==> src/rtl/seq_trigger_pkg.sv <==
// -----------------------------------------------------------------------------
// seq_trigger_pkg
// Shared types and default constants for the sequence trigger monitor:
//   - trig_state_e      : sequencer state (SEARCH / FIRED)
//   - AES_PAT0..3       : default 128-bit trigger words (stage 0 first)
//   - DEFAULT_PATTERNS  : the four default words packed, stage 0 in the MSBs
//   - DEFAULT_ROT_INIT  : default 128-bit rotator reload value (0xaaaa...)
// -----------------------------------------------------------------------------
package seq_trigger_pkg;

  typedef enum logic [0:0] {
    SEARCH = 1'b0,
    FIRED  = 1'b1
  } trig_state_e;

  localparam logic [127:0] AES_PAT0 = 128'h3243f6a8_885a308d_313198a2_e0370734;
  localparam logic [127:0] AES_PAT1 = 128'h00112233_44556677_8899aabb_ccddeeff;
  localparam logic [127:0] AES_PAT2 = 128'h0;
  localparam logic [127:0] AES_PAT3 = 128'h1;

  localparam logic [511:0] DEFAULT_PATTERNS = {AES_PAT0, AES_PAT1, AES_PAT2, AES_PAT3};

  localparam logic [127:0] DEFAULT_ROT_INIT = {64{2'b10}};

endpackage

==> src/rtl/seq_trigger_monitor_rotator.sv <==
// -----------------------------------------------------------------------------
// trig_activity_rotator
// Rotating activity register used to generate switching activity after a
// trigger. Rotates right by one bit on every enabled cycle; reload has
// priority over rotation.
// Ports:
//   clk    : clock, rising edge
//   rst    : asynchronous active-high reset (loads ROT_INIT)
//   reload : synchronous reload to ROT_INIT
//   en     : rotate right by one this cycle
//   q      : register contents
// -----------------------------------------------------------------------------
module trig_activity_rotator
  import seq_trigger_pkg::*;
#(
  parameter int               ROT_W    = 128,
  parameter logic [ROT_W-1:0] ROT_INIT = {ROT_W/2{2'b10}}
) (
  input  logic             clk,
  input  logic             rst,
  input  logic             reload,
  input  logic             en,
  output logic [ROT_W-1:0] q
);

  // Rotator register: reset/reload to ROT_INIT, otherwise rotate right when enabled.
  always_ff @(posedge clk or posedge rst) begin
    if (rst) begin
      q <= ROT_INIT;
    end else if (reload) begin
      q <= ROT_INIT;
    end else if (en) begin
      q <= {q[0], q[ROT_W-1:1]};
    end else begin
      q <= q;
    end
  end

endmodule

==> src/rtl/seq_trigger_monitor.sv <==
// -----------------------------------------------------------------------------
// seq_trigger_monitor
// Watches a wide data bus for an ordered sequence of NUM_STAGES programmed
// words. Completing the sequence raises trig (sticky or pulsed), bumps a
// saturating fire counter and lets the activity rotator run while trig is high.
// Ports:
//   clk        : clock, rising edge
//   rst        : asynchronous active-high reset
//   arm        : enables matching; low holds the sequencer at stage 0
//   clear      : synchronous re-arm (drops trig, stage 0, reloads rotator)
//   data_valid : qualifies data
//   data       : monitored bus
//   trig       : registered trigger
//   stage      : number of stages matched so far
//   rot_reg    : activity rotator contents
//   fire_count : saturating count of fire events
// -----------------------------------------------------------------------------
module seq_trigger_monitor
  import seq_trigger_pkg::*;
#(
  parameter int                          DATA_W            = 128,
  parameter int                          NUM_STAGES        = 4,
  parameter logic [NUM_STAGES*DATA_W-1:0] PATTERNS         = DEFAULT_PATTERNS,
  parameter bit                          RESET_ON_MISMATCH = 1'b0,
  parameter int                          WINDOW            = 0,
  parameter bit                          STICKY            = 1'b1,
  parameter int                          PULSE_LEN         = 8,
  parameter int                          ROT_W             = 128,
  parameter logic [ROT_W-1:0]            ROT_INIT          = {ROT_W/2{2'b10}}
) (
  input  logic                              clk,
  input  logic                              rst,
  input  logic                              arm,
  input  logic                              clear,
  input  logic                              data_valid,
  input  logic [DATA_W-1:0]                 data,
  output logic                              trig,
  output logic [$clog2(NUM_STAGES+1)-1:0]   stage,
  output logic [ROT_W-1:0]                  rot_reg,
  output logic [15:0]                       fire_count
);

  localparam int SW    = $clog2(NUM_STAGES + 1);
  localparam int WIN_W = (WINDOW > 0) ? $clog2(WINDOW + 1) : 1;
  localparam int PW    = (PULSE_LEN > 1) ? $clog2(PULSE_LEN) : 1;

  trig_state_e      state_r, state_s;
  logic [SW-1:0]    stage_r, stage_s;
  logic             trig_r, trig_s;
  logic [15:0]      fc_r, fc_s;
  logic [WIN_W-1:0] win_cnt_r, win_cnt_s;
  logic [PW-1:0]    pulse_cnt_r, pulse_cnt_s;
  logic             rot_reload_s;
  logic             match_s;
  logic             head_match_s;
  logic             last_stage_s;
  logic             timeout_s;

  // Word expected at a given stage; stage 0 lives in the MSBs of PATTERNS.
  function automatic logic [DATA_W-1:0] pattern_at(input logic [SW-1:0] idx);
    logic [DATA_W-1:0] p;
    p = '0;
    for (int i = 0; i < NUM_STAGES; i++) begin
      p = (idx == SW'(i)) ? PATTERNS[(NUM_STAGES-1-i)*DATA_W +: DATA_W] : p;
    end
    return p;
  endfunction

  // Match qualifiers for the current cycle.
  always_comb begin
    match_s      = data_valid && (data == pattern_at(stage_r));
    head_match_s = (data == PATTERNS[(NUM_STAGES-1)*DATA_W +: DATA_W]);
    last_stage_s = (stage_r == SW'(NUM_STAGES - 1));
    // Window expires on the WINDOW-th cycle without an advance.
    timeout_s    = (WINDOW > 0) && (stage_r != {SW{1'b0}}) &&
                   (win_cnt_r == WIN_W'(WINDOW - 1));
  end

  // Next-state logic: clear, then !arm, then FIRED handling, then timeout/match.
  always_comb begin
    state_s      = state_r;
    stage_s      = stage_r;
    trig_s       = trig_r;
    fc_s         = fc_r;
    win_cnt_s    = win_cnt_r;
    pulse_cnt_s  = pulse_cnt_r;
    rot_reload_s = 1'b0;
    if (clear) begin
      state_s      = SEARCH;
      stage_s      = {SW{1'b0}};
      trig_s       = 1'b0;
      win_cnt_s    = {WIN_W{1'b0}};
      pulse_cnt_s  = {PW{1'b0}};
      rot_reload_s = 1'b1;
    end else if (!arm && (state_r == SEARCH)) begin
      stage_s   = {SW{1'b0}};
      win_cnt_s = {WIN_W{1'b0}};
    end else begin
      case (state_r)
        FIRED: begin
          if (!STICKY) begin
            if (pulse_cnt_r == PW'(PULSE_LEN - 1)) begin
              trig_s      = 1'b0;
              stage_s     = {SW{1'b0}};
              state_s     = SEARCH;
              pulse_cnt_s = {PW{1'b0}};
            end else begin
              pulse_cnt_s = pulse_cnt_r + PW'(1);
            end
          end else begin
            trig_s = 1'b1;
          end
        end
        SEARCH: begin
          if (match_s) begin
            win_cnt_s = {WIN_W{1'b0}};
            if (last_stage_s) begin
              stage_s     = SW'(NUM_STAGES);
              state_s     = FIRED;
              trig_s      = 1'b1;
              pulse_cnt_s = {PW{1'b0}};
              fc_s        = (fc_r == 16'hFFFF) ? fc_r : fc_r + 16'd1;
            end else begin
              stage_s = stage_r + SW'(1);
            end
          end else if (timeout_s) begin
            stage_s   = {SW{1'b0}};
            win_cnt_s = {WIN_W{1'b0}};
          end else if (data_valid && RESET_ON_MISMATCH) begin
            // Mismatching word may itself start a fresh sequence.
            stage_s   = head_match_s ? SW'(1) : {SW{1'b0}};
            win_cnt_s = {WIN_W{1'b0}};
          end else if ((WINDOW > 0) && (stage_r != {SW{1'b0}})) begin
            win_cnt_s = win_cnt_r + WIN_W'(1);
          end else begin
            win_cnt_s = {WIN_W{1'b0}};
          end
        end
        default: begin
          state_s = SEARCH;
          stage_s = {SW{1'b0}};
          trig_s  = 1'b0;
        end
      endcase
    end
  end

  // Sequencer state, counters and registered trigger.
  always_ff @(posedge clk or posedge rst) begin
    if (rst) begin
      state_r     <= SEARCH;
      stage_r     <= {SW{1'b0}};
      trig_r      <= 1'b0;
      fc_r        <= 16'h0000;
      win_cnt_r   <= {WIN_W{1'b0}};
      pulse_cnt_r <= {PW{1'b0}};
    end else begin
      state_r     <= state_s;
      stage_r     <= stage_s;
      trig_r      <= trig_s;
      fc_r        <= fc_s;
      win_cnt_r   <= win_cnt_s;
      pulse_cnt_r <= pulse_cnt_s;
    end
  end

  // Rotator runs on every cycle that trig is high.
  trig_activity_rotator #(
    .ROT_W    (ROT_W),
    .ROT_INIT (ROT_INIT)
  ) u_rotator (
    .clk    (clk),
    .rst    (rst),
    .reload (rot_reload_s),
    .en     (trig_r),
    .q      (rot_reg)
  );

  assign trig       = trig_r;
  assign stage      = stage_r;
  assign fire_count = fc_r;

endmodule

==> config.mk <==
export PLATFORM = sky130hd
export DESIGN_NAME = seq_trigger_monitor
export DESIGN_NICKNAME = d
export VERILOG_FILES = /design/src/rtl/seq_trigger_pkg.sv /design/src/rtl/seq_trigger_monitor_rotator.sv /design/src/rtl/seq_trigger_monitor.sv
export SDC_FILE = /design/constraint.sdc
export NUM_CORES = 1
export LEC_CHECK = 0
export ABC_AREA = 1
export BUFFER_PORTS_ARGS = -buffer_cell sky130_fd_sc_hd__buf_2
export CELL_PAD_IN_SITES_DETAIL_PLACEMENT = 0
export CELL_PAD_IN_SITES_GLOBAL_PLACEMENT = 1
export CORE_MARGIN = 2
export CORE_UTILIZATION = 35
export DETAILED_ROUTE_END_ITERATION = 16
export PLACE_DENSITY = 0.81
export SETUP_SLACK_MARGIN = 0.02
export SLEW_MARGIN = 0
export SYNTH_ARGS = -nofsm -noshare
export SYNTH_HDL_FRONTEND = slang
export SYNTH_SLANG_ARGS = --single-unit
==> constraint.sdc <==
create_clock -name clk -period 8.2 [get_ports clk]
set_clock_uncertainty 0.05 [all_clocks]
set_input_delay 0.82 -clock clk [delete_from_list [all_inputs] [get_ports clk]]
set_output_delay 0.82 -clock clk [all_outputs]
set_load 0.02 [all_outputs]
# Word-level counts from Yosys, hierarchy flattened
# Index checks and enable logic that the tools add are counted.
# word_totals
output_inout_bits	148
regBits	149
elab_cells	51
# classes
muxes	22
n_bitwise	4
eq_ne	9
addsub	2
reduce_logical	9
# op_table
cell	count
126-bit 2-to-1 mux	4
128-bit 2-to-1 mux	2
128-bit by 126-bit equality test with 1-bit output	1
16-bit by 1-bit adder with 16-bit output (second input constant)	1
16-bit equality test (second input constant)	1
3-bit 2-to-1 mux	5
1-bit 2-to-1 mux	10
3-bit by 2-bit equality test with 1-bit output (second input constant)	2
3-bit != test (second input constant)	2
6-bit AND reduction	1
1-bit NOT	4
3-bit by 1-bit adder with 3-bit output (second input constant)	1
3-bit by 1-bit equality test with 1-bit output (second input constant)	1
3-bit zero test	1
3-bit by 2-bit != test with 1-bit output (second input constant)	1
3-bit AND reduction	1
3-bit nonzero test	1
1-bit logical AND	2
2-bit != test (second input constant)	1
1-bit one-hot mux with 2 select lines	1
2-bit AND reduction	1
2-bit nonzero test	1
1-bit zero test	1

# Longest topological paths before layout
# depth
depth_word	11
depth_mapped	18
depth_no_buf	17

# By module
# From an unflattened synthesis, not the netlist that was laid out.
# hier_totals
cells_unflattened	1245
hier_area_um2	8638.3
# by_module_without_submodules
module	cells_per_inst	instances	seq_area_each_um2	area_per_inst_um2
trig_activity_rotator	556	1	3283.1	5185.0
seq_trigger_monitor	689	1	525.5	3453.3

# Worst setup path before layout
# Ideal clock, no wire load.
# synth_timing
path_type	reg2reg
from	register stage_r[0], in the netlist stage[0]
to	register fc_r[10], in the netlist fire_count[10]
stages_incl_launch_ff	16
arrival_ps	2326
n_path_buf	2
setup_slack_ps	5706
cell_sequence	dfrtp_1 > ha_1 > ha_1 > buf_4 > nor2_1 > nand3_2 > buf_2 > xor2_1 > nor2_1 > nand2_1 > nor2_1 > nand3_1 > nor2_4 > nand3_2 > nand2_1 > nand2_1
# synth_via
elab_chain_cells	8
word_cells_on_any_way	11
# synth_lines
element	line_no	text
start: declaration	seq_trigger_monitor.sv:48	logic [SW-1:0] stage_r, stage_s;
start signal: assignment	seq_trigger_monitor.sv:152	stage_r <= {SW{1'b0}};
start signal: assignment	seq_trigger_monitor.sv:159	stage_r <= stage_s;
3-bit zero test	seq_trigger_monitor.sv:64	p = (idx == SW'(i)) ? PATTERNS[(NUM_STAGES-1-i)*DATA_W +: DATA_W] : p;
126-bit 2-to-1 mux (4 in a row)	seq_trigger_monitor.sv:64	
128-bit by 126-bit equality test with 1-bit output	seq_trigger_monitor.sv:71	match_s = data_valid && (data == pattern_at(stage_r));
1-bit logical AND	seq_trigger_monitor.sv:71	
6-bit AND reduction (no source line) (*)	--	
end signal: assignment	seq_trigger_monitor.sv:161	fc_r <= fc_s;
end: declaration	seq_trigger_monitor.sv:50	logic [15:0] fc_r, fc_s;
# Mark *: on every way between the ends. The rest lies on a longest branch, timed or not.
# A chain may end at the register's enable or synchronous reset.

# Worst setup path in the final report
# layout_timing
from	register stage_r[2], in the netlist stage[2]
to	register fc_r[1], in the netlist fire_count[1]
# Same word-level chain as after synthesis.

==> run summary <==
Clk slew on worst S/H paths: 0.07 ns
Ys Warns: 0
Mux contribution to synthesized area: 0%
TritonCTS clock tree: built
# setup viols final: 0
Crit path depth: 15
Antenna-violating nets left: 0
Initial antenna violation count: 1
Crit path from: stage[2]$_DFFE_PP0P_
IO buf count: 280
Measured slew at the worst slew-check pin: 1.121 ns
Row count: 56
First-pass GRT wire length: 38820 um
DR DRC count: 0
Root buffer cell: clkbuf_16
Post-Syn Nets: 1239
Max VDD drop: 0.1568 mV
Avg Cell Area, Syn: 7.471 um^2
Complex-gate fraction of the synthesized area: 12.93%
I/O pins: 281
Fillers: 2413
Library cells used by synthesis: 34
Maxcap violations: 0
Final std cells w/o fill: 1698
CP max stage cell: ha_1
Top_reg_cell synth: dfrtp_1
Syn Inst Count: 1100
Critical path cell sequence: inv_2, ha_1, inv_1, nand3_2, nand2_1, nand2_1, nand2_1, nor2_2, nand3_1, nor2_1, nand3_1, nor2_2, inv_1, nand2_1, nand2_1
Sequential share of the synthesized area: 46.35%
Fraction of layout cells with a size suffix above 1: 29.39%
Synthesis-to-finish area growth: 27.18%
Count of final hold-check violations: 0
Cell Area, Synth: 8218 um^2
Post-synth ARST share: 100.0%
Deepest clock path buffer count: 2
Cell class contributing the biggest share of worst-path delay: simple AND/OR/NAND/NOR gates
End-of-flow core utilization: 44.93%
Die H: 157.2 um
Worst Path Buf+Inv: 3
PD cells: 160.3 nW/um^2
Period utilization: 45.17%
Max-Slew Margin vs Limit: 25.01%
Simple-Gate Fraction of Synth Area: 26.16%
Final Instance Area: 10450 um^2
Die Area: 24720 um^2
Fmax: 0.2700 GHz
Gr ovfl total: 0
Initial DRC count: 432
Final slew viol count: 0
Die X: 157.2 um
Yosys reg bits: 149
Routed length per instance: 14.58 um
Post-CTS Hold Buffers: 0
Worst Setup EP: fire_count[1]$_DFFE_PP0P_
Run status: finished clean
Startpoint class of the critical path: flop
Post-synthesis xor/xnor area fraction: 0.8526%
Critical path arrival: 3.97 ns
CP endpoint kind: flop
Layout Nets: 1504
First-pass DRT Iterations: 5
LEAKAGE: 5.674 nW
Post-CTS setup buffer count: 0
Final WL: 24750 um
Largest net degree at the start of global routing: 78
Period minus WS final: 3.704 ns
Dpl hpwl: 18000 um
R2R depth: 15
H-tree levels: 4
CTS-repair resized insts: 0
Clock Latency Late Sink: 0.42 ns
Num CTS Buffers: 17
HP Class: input port to async pin
Starting Density: 35.33%
GRT Total Usage: 19.78%
Worst EP required: 8.46 ns
Adder-cell area share of the yosys netlist: 0.9135%
RSZ-0062 raised after global routing: no
Capturing point of the worst reg2reg path: fire_count[1]$_DFFE_PP0P_
Placed cell count: 1665
R2R Setup Slk: 4.50 ns
Post-synth EDFFs: 0
Worst-path maximum fanout: 25
Routability congestion estimate: 0.8662
CTS sink cnt: 149
Via count: 7948
Most frequent cell on the critical path: nand2_1
Reg-to-reg startpoint: stage[2]$_DFFE_PP0P_
Setup TNS: 0 ns
CORE AREA: 23260 um^2
Vias in the first global route: 7597
Largest family of logic cells by synthesized area: simple AND/OR/NAND/NOR gates
Dpl cell area: 9878 um^2
CP max stage delay: 0.70 ns
WS Path Type: flop to flop
Drt via density: 4.681
==> synth_stat cells (all sizes together), types with 3 or more instances <==
cell type	number	area [um^2]
ha	6	75.07
a21oi	7	35.03
clkbuf	21	78.83
nor3	16	91.34
o22ai	64	400.4
inv	227	852.1
a22oi	64	480.5
dfstp	64	1682
o21ai	27	138.9
nand3b	3	22.52
nand2	249	947.2
buf	19	121.4
nand4	23	143.9
xor2	6	52.55
nand3	65	345.3
dfrtp	85	2127
nor2	147	574.3
==> worst reg2reg max path, stage by stage (launching register included) <==
cell and delay (ns):
dfrtp_1 0.45, inv_2 0.14, ha_1 0.70, inv_1 0.31
nand3_2 0.46, nand2_1 0.10, nand2_1 0.10, nand2_1 0.07
nor2_2 0.13, nand3_1 0.08, nor2_1 0.15, nand3_1 0.14
nor2_2 0.47, inv_1 0.13, nand2_1 0.08, nand2_1 0.04
==> power by group <==
group	switching, mW	internal [mW]
clock network	0.347	0.410
logic	0.119	0.0596
registers	0.00112	0.737
total	0.468	1.21
==> sequential cells by signal, summed over array words and instances, names as in the netlist <==
register and count:
u_rotator.q 128, fire_count 16, state_r 1, stage 3, trig 1
==> logic make-up after synthesis <==
logic type / count (synthesis)
simple gates: 507
fa+ha+maj: 6
compound gates: 163
xor+xnor: 8
flops: 149
buf+inv: 267
==> layout by cell type (no fill, tap or decap), types with 15 or more instances in the layout <==
master / Yosys / layout
dfstp_2: 64 / 64
nand2_1: 246 / 245
inv_1: 223 / 222
o22ai_1: 64 / 64
a22oi_1: 64 / 64
buf_2: 4 / 280
o21ai_0: 20 / 20
nand4_1: 23 / 23
nor2_1: 142 / 141
nand3_1: 61 / 61
nor3_1: 15 / 15
clkbuf_16: 0 / 17
dfrtp_1: 85 / 85
==> area by class of cell <==
cell class,count,area [um^2],area share (%)
Inverter,227,857.1,8.201
Multi-Input combinational cell,684,3367,32.22
Tap cell,319,399.1,3.819
Sequential cell,149,3809,36.44
Clock inverter,14,131.4,1.257
Clock buffer,18,439.2,4.202
Timing Repair Buffer,286,1446,13.84
Antenna cell,1,2.502,0.02394
==> worst min-delay path by stage <==
stage | from | to | cells after the start
floorplan | u_rotator.q[101]$_DFFE_PP1P_ | u_rotator.q[101]$_DFFE_PP1P_ | 2
finish | rst | u_rotator.q[126]$_DFFE_PP0P_ | 2
global route | u_rotator.q[75]$_DFFE_PP1P_ | u_rotator.q[75]$_DFFE_PP1P_ | 2
CTS | u_rotator.q[30]$_DFFE_PP0P_ | u_rotator.q[29]$_DFFE_PP1P_ | 2
global placement | u_rotator.q[84]$_DFFE_PP0P_ | u_rotator.q[83]$_DFFE_PP1P_ | 2
detailed placement | u_rotator.q[46]$_DFFE_PP0P_ | u_rotator.q[45]$_DFFE_PP1P_ | 2
==> stage by stage <==
stage          hold slack [ns]  power, mW  setup slack [ns]
5_1_grt                 0.4708      1.746             3.975
4_1_cts                 0.4605      1.696             4.476
3_5_place_dp            0.4494     0.9302             4.506
3_3_place_gp            0.4434     0.9303             4.647
2_1_floorplan           0.4892     0.8620             3.428
6_report                0.4592      1.675             4.496
==> per-layer routing <==
layer	global-route usage, %	routed length (um)	part of all wire, %	vias to the layer above
li1	-	-	-	4030
met1	25.10	10750	43	3643
met2	32.06	11500	46	245
met3	6.250	1977	8.0	30
met4	6.407	524	2.1	0
met5	0	0	0	-
No activity file was read; power rests on OpenSTA's default activity.
